===== src/rtl/bubble_sort_ctrl.sv =====
// Control and compare/swap stage of the bubble-sort engine: drives the external
// inner-index counter, reads adjacent elements, writes swapped pairs, exits early on a clean pass.
module bubble_sort_ctrl #(
  parameter int N = 16,
  parameter int W = 8
) (
  input  logic         CLK,
  input  logic         RST,
  input  logic         START,
  output logic         BUSY,
  output logic         DONE,
  output logic         ERR,
  output logic         CNT_EN,
  output logic         CNT_LOAD,
  output logic [4:0]   CNT_PIN,
  input  logic [4:0]   CNT_POUT,
  input  logic         CNT_COUT,
  output logic [4:0]   MEM_ADDR,
  input  logic [W-1:0] MEM_RDATA,
  output logic [W-1:0] MEM_WDATA,
  output logic         MEM_WE
);

  typedef enum logic [3:0] {
    S_IDLE, S_INIT, S_RDA, S_RDB, S_CMP, S_WRA, S_WRB, S_NEXT, S_PASS_END, S_DONE
  } state_t;

  localparam logic [4:0] LAST_P = 5'(N - 2);

  state_t       state_reg;
  logic [3:0]   p_reg;
  logic         swapped_reg;
  logic [W-1:0] a_reg;
  logic [W-1:0] b_reg;
  logic         busy_reg;
  logic         done_reg;
  logic         err_reg;
  logic         cnt_en_reg;
  logic         cnt_load_reg;
  logic         mem_we_reg;
  logic [W-1:0] wdata_reg;
  logic         addr_en_reg;
  logic         addr_off_reg;

  logic [4:0]   last_j;
  logic         at_last;

  assign last_j  = LAST_P - {1'b0, p_reg};
  assign at_last = (CNT_POUT == last_j);

  // The address follows the live counter value, since j only becomes valid in the cycle after EN/LOAD.
  assign MEM_ADDR  = addr_en_reg ? (CNT_POUT + {4'b0, addr_off_reg}) : 5'd0;
  assign MEM_WDATA = wdata_reg;
  assign MEM_WE    = mem_we_reg;
  assign BUSY      = busy_reg;
  assign DONE      = done_reg;
  assign ERR       = err_reg;
  assign CNT_EN    = cnt_en_reg;
  assign CNT_LOAD  = cnt_load_reg;
  assign CNT_PIN   = 5'd0;

  always_ff @(posedge CLK or posedge RST) begin
    if (RST) begin
      state_reg    <= S_IDLE;
      p_reg        <= '0;
      swapped_reg  <= 1'b0;
      a_reg        <= '0;
      b_reg        <= '0;
      busy_reg     <= 1'b0;
      done_reg     <= 1'b0;
      err_reg      <= 1'b0;
      cnt_en_reg   <= 1'b0;
      cnt_load_reg <= 1'b0;
      mem_we_reg   <= 1'b0;
      wdata_reg    <= '0;
      addr_en_reg  <= 1'b0;
      addr_off_reg <= 1'b0;
    end else begin
      done_reg     <= 1'b0;
      cnt_en_reg   <= 1'b0;
      cnt_load_reg <= 1'b0;
      mem_we_reg   <= 1'b0;
      addr_en_reg  <= 1'b0;
      addr_off_reg <= 1'b0;
      case (state_reg)
        S_IDLE: begin
          if (START) begin
            state_reg    <= S_INIT;
            err_reg      <= 1'b0;
            p_reg        <= '0;
            swapped_reg  <= 1'b0;
            busy_reg     <= 1'b1;
            cnt_load_reg <= 1'b1;
          end
        end
        S_INIT: begin
          state_reg   <= S_RDA;
          addr_en_reg <= 1'b1;
        end
        S_RDA: begin
          a_reg <= MEM_RDATA;
          if (CNT_COUT) begin
            err_reg   <= 1'b1;
            done_reg  <= 1'b1;
            state_reg <= S_DONE;
          end else begin
            state_reg    <= S_RDB;
            addr_en_reg  <= 1'b1;
            addr_off_reg <= 1'b1;
          end
        end
        S_RDB: begin
          b_reg     <= MEM_RDATA;
          state_reg <= S_CMP;
        end
        S_CMP: begin
          if (a_reg > b_reg) begin
            swapped_reg <= 1'b1;
            state_reg   <= S_WRA;
            mem_we_reg  <= 1'b1;
            wdata_reg   <= b_reg;
            addr_en_reg <= 1'b1;
          end else begin
            state_reg  <= S_NEXT;
            cnt_en_reg <= !at_last;
          end
        end
        S_WRA: begin
          state_reg    <= S_WRB;
          mem_we_reg   <= 1'b1;
          wdata_reg    <= a_reg;
          addr_en_reg  <= 1'b1;
          addr_off_reg <= 1'b1;
        end
        S_WRB: begin
          state_reg  <= S_NEXT;
          cnt_en_reg <= !at_last;
        end
        S_NEXT: begin
          // cnt_en_reg already carries the "more compares in this pass" decision.
          if (cnt_en_reg) begin
            state_reg   <= S_RDA;
            addr_en_reg <= 1'b1;
          end else begin
            state_reg    <= S_PASS_END;
            cnt_load_reg <= swapped_reg && ({1'b0, p_reg} != LAST_P);
          end
        end
        S_PASS_END: begin
          if (cnt_load_reg) begin
            p_reg       <= p_reg + 4'd1;
            swapped_reg <= 1'b0;
            state_reg   <= S_RDA;
            addr_en_reg <= 1'b1;
          end else begin
            state_reg <= S_DONE;
            done_reg  <= 1'b1;
          end
        end
        S_DONE: begin
          state_reg <= S_IDLE;
          busy_reg  <= 1'b0;
        end
        default: begin
          state_reg <= S_IDLE;
          busy_reg  <= 1'b0;
        end
      endcase
    end
  end

endmodule

===== config.mk =====
export PLATFORM = sky130hd
export DESIGN_NAME = bubble_sort_ctrl
export DESIGN_NICKNAME = d
export VERILOG_FILES = /design/src/rtl/bubble_sort_ctrl.sv
export SDC_FILE = /design/constraint.sdc
export NUM_CORES = 1
export LEC_CHECK = 0
export BUFFER_PORTS_ARGS = -buffer_cell sky130_fd_sc_hd__buf_2
export CAP_MARGIN = 20
export CORE_MARGIN = 10
export CORE_UTILIZATION = 55
export CTS_CLUSTER_DIAMETER = 120
export DETAILED_ROUTE_END_ITERATION = 12
export PLACE_DENSITY = 0.83
export SKIP_CTS_REPAIR_TIMING = 1
export SLEW_MARGIN = 15
export SYNTH_ARGS = -nofsm -noshare
export SYNTH_HDL_FRONTEND = slang
export SYNTH_SLANG_ARGS = --single-unit

===== constraint.sdc =====
create_clock -name CLK -period 3 [get_ports CLK]
set_clock_uncertainty 0.2 [all_clocks]
set_input_delay 0.6 -clock CLK [delete_from_list [all_inputs] [get_ports CLK]]
set_output_delay 0.6 -clock CLK [all_outputs]
set_load 0.005 [all_outputs]

**Yosys cells after proc, flatten, opt, wreduce, memory -nomap -nowiden**

Index checks and enable logic that the tools add are counted.
Widths: inputs -> output; s select.

- Register bits after elaboration: 41
- Input bits: 17
- Output and inout port bits: 24
- Word-level logic and storage cells: 82

- Muxes and demuxes: 35
- Bitwise operators: 1
- Add/subtract/negate cells: 3
- Order comparisons: 1
- Equality and inequality tests: 14
- Reduce and logical (&&, ||, !) cells: 14

Operator list:

| operator | number |
|---|---|
| $pmux 4 s9 | 1 |
| $mux 4 | 6 |
| $eq 4x3->1 const B | 4 |
| $pmux 8 s2 | 1 |
| $mux 1 | 14 |
| $pmux 1 s2 | 7 |
| $eq 4x2->1 const B | 2 |
| $gt 8x8->1 | 1 |
| $mux 8 | 1 |
| $ne 2x2->1 const B | 4 |
| $pmux 4 s2 | 1 |
| $reduce_or 8->1 | 1 |
| $reduce_and 3->1 | 2 |
| $reduce_bool 2->1 | 3 |
| $add 5x1->5 | 1 |
| $eq 5x5->1 | 1 |
| $mux 5 | 1 |
| $pmux 1 s5 | 1 |
| $sub 4x4->5 const A | 1 |
| $add 4x1->4 const B | 1 |
| $eq 4x1->1 const B | 1 |
| $eq 4x4->1 const B | 1 |
| $logic_not 4->1 | 1 |
| $ne 4x4->1 const B | 1 |
| other kinds (9) | 10 |

**Logic depth before layout (Yosys ltp)**

Gate-level depths: netlist of run 1.

- Depth after elaboration: 5
- Gate-level depth with buffers: 9

**Worst setup path after synthesis of run 1**

OpenSTA, ideal clock, no wires.

- Path type: input -> output
- Start: input port CNT_POUT[0]
- End: output port MEM_ADDR[4]
- Path buffers: 0
- Stages on the path: 5
- Arrival: 1322 ps
- Setup slack: 878 ps
- Path through: ha_1 > ha_1 > nand3_1 > xnor2_1 > and2_1

- Cells in the longest elaborated chain, start to end: 2

RTL lines:

| item | line | text |
|---|---|---|
| start: declaration | 16 | `input logic [4:0] CNT_POUT,` |
| $add 5x1->5 | 52 | `assign MEM_ADDR = addr_en_reg ? (CNT_POUT + {4'b0, addr_off_reg}) : 5'd0;` |
| $mux 5 | 52 |  |
| end: declaration | 18 | `output logic [4:0] MEM_ADDR,` |

No other way between the ends.

**Final worst setup path of run 1**

Same ends and word-level chain as after synthesis.

==> results of run 1 <==
per-stage QoR:
stage / total power (uW) / hold WS, ns / util, %
2_1_floorplan: 1761 / 0.2442 / -
3_3_place_gp: 2036 / 0.2627 / 61.18
3_5_place_dp: 2086 / 0.2662 / 61.18
4_1_cts: 2500 / 0.2254 / 63.74
5_1_grt: 2712 / 0.2691 / 63.74
6_report: 2480 / 0.2078 / 63.74
Yosys cell counts:
cell	count	area share [%]
dfrtp_1	41	46
nand2_1	32	5.4
o21ai_0	18	4.0
ha_1	13	7.3
inv_1	11	1.8
nor2_1	9	1.5
mux2_2	8	4.0
mux2i_1	8	3.6
o21ai_1	7	1.6
a21oi_1	6	1.3
buf_4	6	2.0
nand3_1	6	1.3
and2_1	5	1.4
buf_2	5	1.1
clkbuf_1	5	0.84
xnor2_1	5	2.0
a21o_1	4	1.3
o211ai_1	4	1.3
xor2_1	4	1.6
a22o_1	3	1.2
nand4_1	3	0.84
nor3_1	3	0.67
nor3_2	3	1.3
a32oi_1	2	0.78
nand2b_1	2	0.56
nand3b_1	2	0.67
nor2b_1	2	0.56
a311oi_1	1	0.39
a41oi_1	1	0.39
buf_6	1	0.50
conb_1	1	0.17
nand2b_4	1	0.62
nor3b_2	1	0.56
o22ai_1	1	0.28
o32ai_1	1	0.39
or2_2	1	0.28
or3_1	1	0.28
cell type report:
class	instances	share of cell area (%)
well taps	50	2.472
clock inverters	1	0.1977
multi-input cells	162	42.66
flip-flops and latches	41	40.53
inverters	11	1.631
clock buffers	7	3.806
repair buffers	41	8.700
report_power, final:
| group | total [uW] | internal (uW) | switching, uW |
|---|---|---|---|
| clock network | 405 | 208 | 197 |
| logic | 1040 | 503 | 538 |
| registers | 1030 | 803 | 232 |
| total | 2480 | 1510 | 967 |
metal layers:
| layer | vias up | global-route usage [%] | wire [um] |
|---|---|---|---|
| met5 | - | 0 | 0 |
| met4 | 0 | 5.479 | 76 |
| met3 | 7 | 3.613 | 241 |
| met2 | 37 | 23.90 | 2280 |
| met1 | 803 | 16.52 | 2128 |
| li1 | 840 | - | - |
worst min-delay path: cells and delay by family:
family	cells	cell delay, ns
buf+inv	3	0.56
worst paths after layout:
kind	from	to	slack (ns)	cells after the start
setup / recovery	CNT_POUT[0]	MEM_ADDR[4]	0.64	7
hold / removal	RST	b_reg[3]	0.21	3
setup reg to reg	a_reg[1]	MEM_WDATA[6]	0.78	8
hold reg to reg	swapped_reg	swapped_reg	0.28	2
max in group asynchronous	RST	swapped_reg	2.04	3
min in group CLK	swapped_reg	swapped_reg	0.28	2
cells by family (layout without fill, tap and decap cells):
group,after synthesis,after routing,share of synthesized area [%]
DFF,41,41,45.96
buffers and inverters,28,60,6.334
other,1,5,0.1680
adders and majority gates,13,13,7.287
AOI/OAI and AO/OA,48,48,13.06
xor gates and xnor gates,9,9,3.531
muxes,16,16,7.624
and+or+nand+nor,71,71,16.03
==> metrics.md, run 1 <==
| Metric | Value |
|---|---|
| Status | `completed` |
| Design area | `between 2000 and 3000 sq um` |
| Worst path slowest cell | `ha_1` |
| Vias in the first global route | `1,827` |
| Grt total ovfl | `0` |
| Final Non-Filler Cells | `313` |
| First-pass GRT wire length | `8390 um` |
| DR iter-0 viols | `101` |
| DIE AREA | `7007 sq um` |
| Most common cell after layout, fill and taps aside | `dfrtp_1` |
| Fin crit period | `between 2 and 2.5 ns` |
| Sink Count | `a little over 40` |
| Core Box Area | `3971 sq um` |
| Count of cell types in the netlist | `37` |
| CTS buffer count | `5` |
| Yosys reg bits | `a little over 40` |
| Routed Wire Length | `~4700 um` |
| DRC Markers | `0` |
| Dpl hpwl | `3479 um` |
| CP max stage delay | `0.20 ns` |
| Nets | `292` |
| Pre-CTS setup slack | `roughly 0.63 ns` |
| Htree depth | `2` |
| Max-Cap Viols | `0` |
| Final period util | `around 79%` |
| RSZ-0062 raised after global routing | `no` |
| Diode count | `0` |
| Die width | `between 80 and 90 um` |
| Clock latency on the worst-skew pair | `0.30 ns` |
| Peak supply drop | `0.6551 mV` |
| Gpl congestion | `0.7937` |
| Pleak | `0.001277 uW` |
| Largest net degree at the start of global routing | `42` |
| Reg area | `1026 sq um` |
| Slew @ Worst Pin | `approximately 0.58 ns` |
| Area Overhead vs Synth | `13.40%` |
| Core Rows | `23` |
| Setup crit end kind | `primary output` |
| Initial core utilization | `56.21%` |
| Final Max Slew Viols | `0` |
| Initial antenna violation count | `0` |
| Vias/cell | `5.390` |
| Pre-antenna DRT Iters | `4` |
| I/O pins | `41` |
| Critical path class | `in2out` |
| Cells after DPL | `between 300 and 400` |
| CTS clk-pin slew, worst paths | `0.08 ns` |
| PortBufs | `35` |
| Worst path cell trace | `buf_2, ha_1, ha_1, nand3_1, xnor2_1, and2_1, buf_2` |
| Crit-path max FO | `2` |
| Crit path max-delay family | `adder cells` |
| Die H | `between 80 and 90 um` |
| # setup viols final | `0` |
| Final worst-path setup slack | `0.6404 ns` |
| Worst-case clock buffer depth | `2` |
| Rel. slew slack | `61.19%` |
| CTS root buf | `clkbuf_8` |
| Synthesized cell area | `around 2200 sq um` |
| Buffers and inverters on the worst path | `2` |
| Post-synthesis cell count | `around 230` |
| Hold WC Path Type | `in2async` |
| Sequential cell area fraction in the yosys report | `45.96%` |
| Setup TNS | `0 ns` |
| CTS tree | `done` |
| Via count | `1,687` |
| Avg Cell Area, Syn | `9.833 sq um` |
| Footprint of the multi-input gates | `1080 sq um` |
| Filler cells | `343` |
| Final Hold Fails | `0` |
| Critical path arrival | `1.56 ns` |
| Most frequent cells in the layout | `dfrtp_1, buf_2, nand2_1, o21ai_0, ha_1` |
| Maximum clock frequency | `423.8 MHz` |
| All-Layer GR Usage | `14.09%` |
| PwrDens | `979.8 nW/um^2` |
| Avg WL per Cell | `15.10 um` |
| CP Launch Type | `primary input` |
| Placed Instance Area | `2430 sq um` |
| Required @ worst endpoint | `2.20 ns` |
| ANT nets after route | `0` |
| Synth warn | `0` |
| Share of layout cells above drive strength 1 | `23.95%` |
No activity file was read; power rests on OpenSTA's default activity.
==> inputs of run 2 (changes only) <==
--- a/config.mk
+++ b/config.mk
@@ -5,6 +5,7 @@
 export SDC_FILE = /design/constraint.sdc
 export NUM_CORES = 1
 export LEC_CHECK = 0
+export ABC_AREA = 1
 export BUFFER_PORTS_ARGS = -buffer_cell sky130_fd_sc_hd__buf_2
 export CAP_MARGIN = 20
 export CORE_MARGIN = 10
==> constraint.sdc (replaced) <==
create_clock -name CLK -period 2.5 [get_ports CLK]
set_clock_uncertainty 0.2 [all_clocks]
set_input_delay 0.5 -clock CLK [delete_from_list [all_inputs] [get_ports CLK]]
set_output_delay 0.5 -clock CLK [all_outputs]
set_load 0.005 [all_outputs]
==> run 2 against run 1 <==
Final cell count up 18%. Synthesized area up 0.73%. Wire length down 6.2%. Critical path depth unchanged. Synthesized cell count up 24%. Critical path type is now reg2out.
==> metrics.md, run 2 <==
| Metric | Value |
|---|---|
| Top-area cell type share of the netlist area | `45.63% (-0.33 points)` |
| Nets | `349 (+20%)` |
| Via count | `1,859 (+10%)` |
| Ys async rst share | `100.0% (unchanged)` |
| Filler cells | `344 (+0.29%)` |
| Initial antenna violation count | `0 (unchanged)` |
| Most used DFF post-synth | `dfrtp_1` |
| First-pass GRT wire length | `7852 um (-6.4%)` |
| Most numerous cell in the Yosys netlist | `nand2_1` |
| Post-synthesis cell count | `282 (+24%)` |
| Fin crit period | `around 2.1 ns` |
| Max-Cap Viols | `0 (unchanged)` |
| Grt total ovfl | `0 (unchanged)` |
| DIE AREA | `7045 sq um (+0.55%)` |
| CTS clk-pin slew, worst paths | `0.07 ns (about the same)` |
| Final Hold Fails | `0 (unchanged)` |
| Worst-case clock buffer depth | `2 (unchanged)` |
| Dpl hpwl | `3415 um (-1.8%)` |
| Routed Wire Length | `4433 um (-6.2%)` |
| Final Max Slew Viols | `0 (unchanged)` |
| Critical path class | `reg2out` |
| Synthesized cell area | `2248 sq um (+0.73%)` |
| PortBufs | `35 (unchanged)` |
| Largest net degree at the start of global routing | `42 (unchanged)` |
| # setup viols final | `0 (unchanged)` |
| Most common cell after layout, fill and taps aside | `nand2_1` |
| Setup crit end kind | `primary output` |
| Hold WC Path Type | `in2async` |
| Area contributors post-synth | `dfrtp_1, nand2_1, ha_1` |
| Die H | `83.94 um (+0.27%)` |
| CTS root buf | `clkbuf_8` |
| Area Overhead vs Synth | `13.69%` |
| Slew @ Worst Pin | `0.5063 ns (-0.07365 ns)` |
| Clock latency on the worst-skew pair | `0.28 ns (-0.02 ns)` |
| Vias/cell | `5.024 (-6.8%)` |
| Sequential cell area fraction in the yosys report | `45.63% (-0.33 points)` |
| DR iter-0 viols | `93 (-7.9%)` |
| Crit-path max FO | `3 (+1)` |
| CP Launch Point | `addr_off_reg` |
| I/O pins | `41 (unchanged)` |
| Maximum clock frequency | `around 470 MHz` |
| Placed Instance Area | `2440 sq um (+0.41%)` |
| Critical path arrival | `1.42 ns (-0.14 ns)` |
| Required @ worst endpoint | `1.80 ns (-0.40 ns)` |
| CP Launch Type | `flop` |
| Status | `completed` |
| Pleak | `0.001461 uW (+14%)` |
| Avg WL per Cell | `11.98 um (-21%)` |
| Core Box Area | `3971 sq um (unchanged)` |
| Design area | `2556 sq um (+0.99%)` |
| Rel. slew slack | `66.25% (+5.1 points)` |
| Final period util | `84.99%` |
| Initial core utilization | `56.62% (+0.41 points)` |
| Synth warn | `0 (unchanged)` |
| Setup TNS | `0 ns (unchanged)` |
| Sink Count | `41 (unchanged)` |
| Worst r2r src | `a_reg[5]` |
| Share of layout cells above drive strength 1 | `18.44% (-5.5 points)` |
| Gpl congestion | `0.7881 (-0.71%)` |
| Yosys reg bits | `41 (unchanged)` |
| Tot Pwr | `3005 uW (+21%)` |
| Die width | `83.94 um (+0.27%)` |
| Peak supply drop | `0.5169 mV (-21%)` |
| Most common library cells after synthesis | `nand2_1, dfrtp_1, inv_1` |
| Count of cell types in the netlist | `27 (-27%)` |
| Htree depth | `2 (unchanged)` |
| Post-synth EDFFs | `0 (unchanged)` |
| ANT nets after route | `0 (unchanged)` |
| Diode count | `0 (unchanged)` |
| Avg Cell Area, Syn | `7.973 sq um (-19%)` |
| RSZ-0062 raised after global routing | `no` |
| Most frequent cells in the layout | `nand2_1, dfrtp_1, inv_1, buf_2, o21ai_0` |
| CTS buffer count | `5 (unchanged)` |
| Pre-antenna DRT Iters | `4 (unchanged)` |
| DRC Markers | `0 (unchanged)` |
| Vias in the first global route | `1,800 (-1.5%)` |
| CTS tree | `done` |
| Synth area leader | `dfrtp_1` |
| Core Rows | `23 (unchanged)` |
| PwrDens | `1176 nW/um^2 (+20%)` |
| All-Layer GR Usage | `13.07% (-1.0 points)` |
run 2: cell count changes in the layout (fill, tap and decap cells not counted), sizes merged, moves of 7 or more:
cell	change
mux2i	-8
a21oi	+7
nand2	+49
nand3	+12
nor2	+12
inv	+30
mux2	-8
run 2: layout make-up:
type                            count  area (sq um)  area share, %
Multi-Input combinational cell    194          1015          39.70
Clock buffer                        7         86.33          3.377
Clock inverter                      1         30.03          1.175
Tap cell                           50         62.56          2.447
Sequential cell                    41          1026          40.14
Inverter                           41         153.9          6.021
Timing Repair Buffer               36         182.7          7.146
run 2: metrics by stage:
stage	util (%)	hold slack (ns)	setup WS, ns	instances
after floorplan	-	0.2415	0.6367	286
after global placement	61.44	0.2528	0.4324	362
after detailed placement	61.44	0.2565	0.3769	362
after CTS	64.37	0.1398	0.3564	370
after global routing	64.37	0.1844	0.2024	370
final	64.37	0.1194	0.3753	370
run 2: metal layers:
metal	vias to the layer above	global-route usage, %	wire [um]	share of wire [%]
met5	-	0	0	0
met4	0	4.110	56	1.3
li1	956	-	-	-
met1	858	15.18	2095	47
met3	6	4.688	270	6.1
met2	39	21.81	2010	45
run 2: path summary, 6_finish.rpt:
path	to	slack (ns)	cells past startpoint
worst max-delay path	MEM_ADDR[4]	0.38	7
worst min register to register	ERR	0.26	2
worst max register to register	MEM_WDATA[0]	0.53	8
min in group CLK	addr_off_reg	0.25	2
max in group asynchronous	DONE	1.61	3
worst min-delay path	MEM_WDATA[4]	0.12	3
run 2: logic make-up after synthesis:
kind of cell	count (synthesis)	share of synthesized area [%]
AOI/OAI and AO/OA	43	10.02
xor gates and xnor gates	5	1.948
adders and majority gates	13	7.234
buffers and inverters	51	9.905
DFF	41	45.63
other	1	0.1668
and+or+nand+nor	128	25.10
run 2: worst max-delay path, stage by stage, from the launching register on:
cell and delay (ns):
dfrtp_1 0.37, ha_1 0.19, ha_1 0.21, nand2_1 0.08, o21ai_0 0.07, nand2_1 0.06
nor2_1 0.03, buf_2 0.12
run 2: report_power, final:
group | internal (uW) | switching (uW)
clock | 325 | 214
combinational | 511 | 807
sequential | 952 | 196
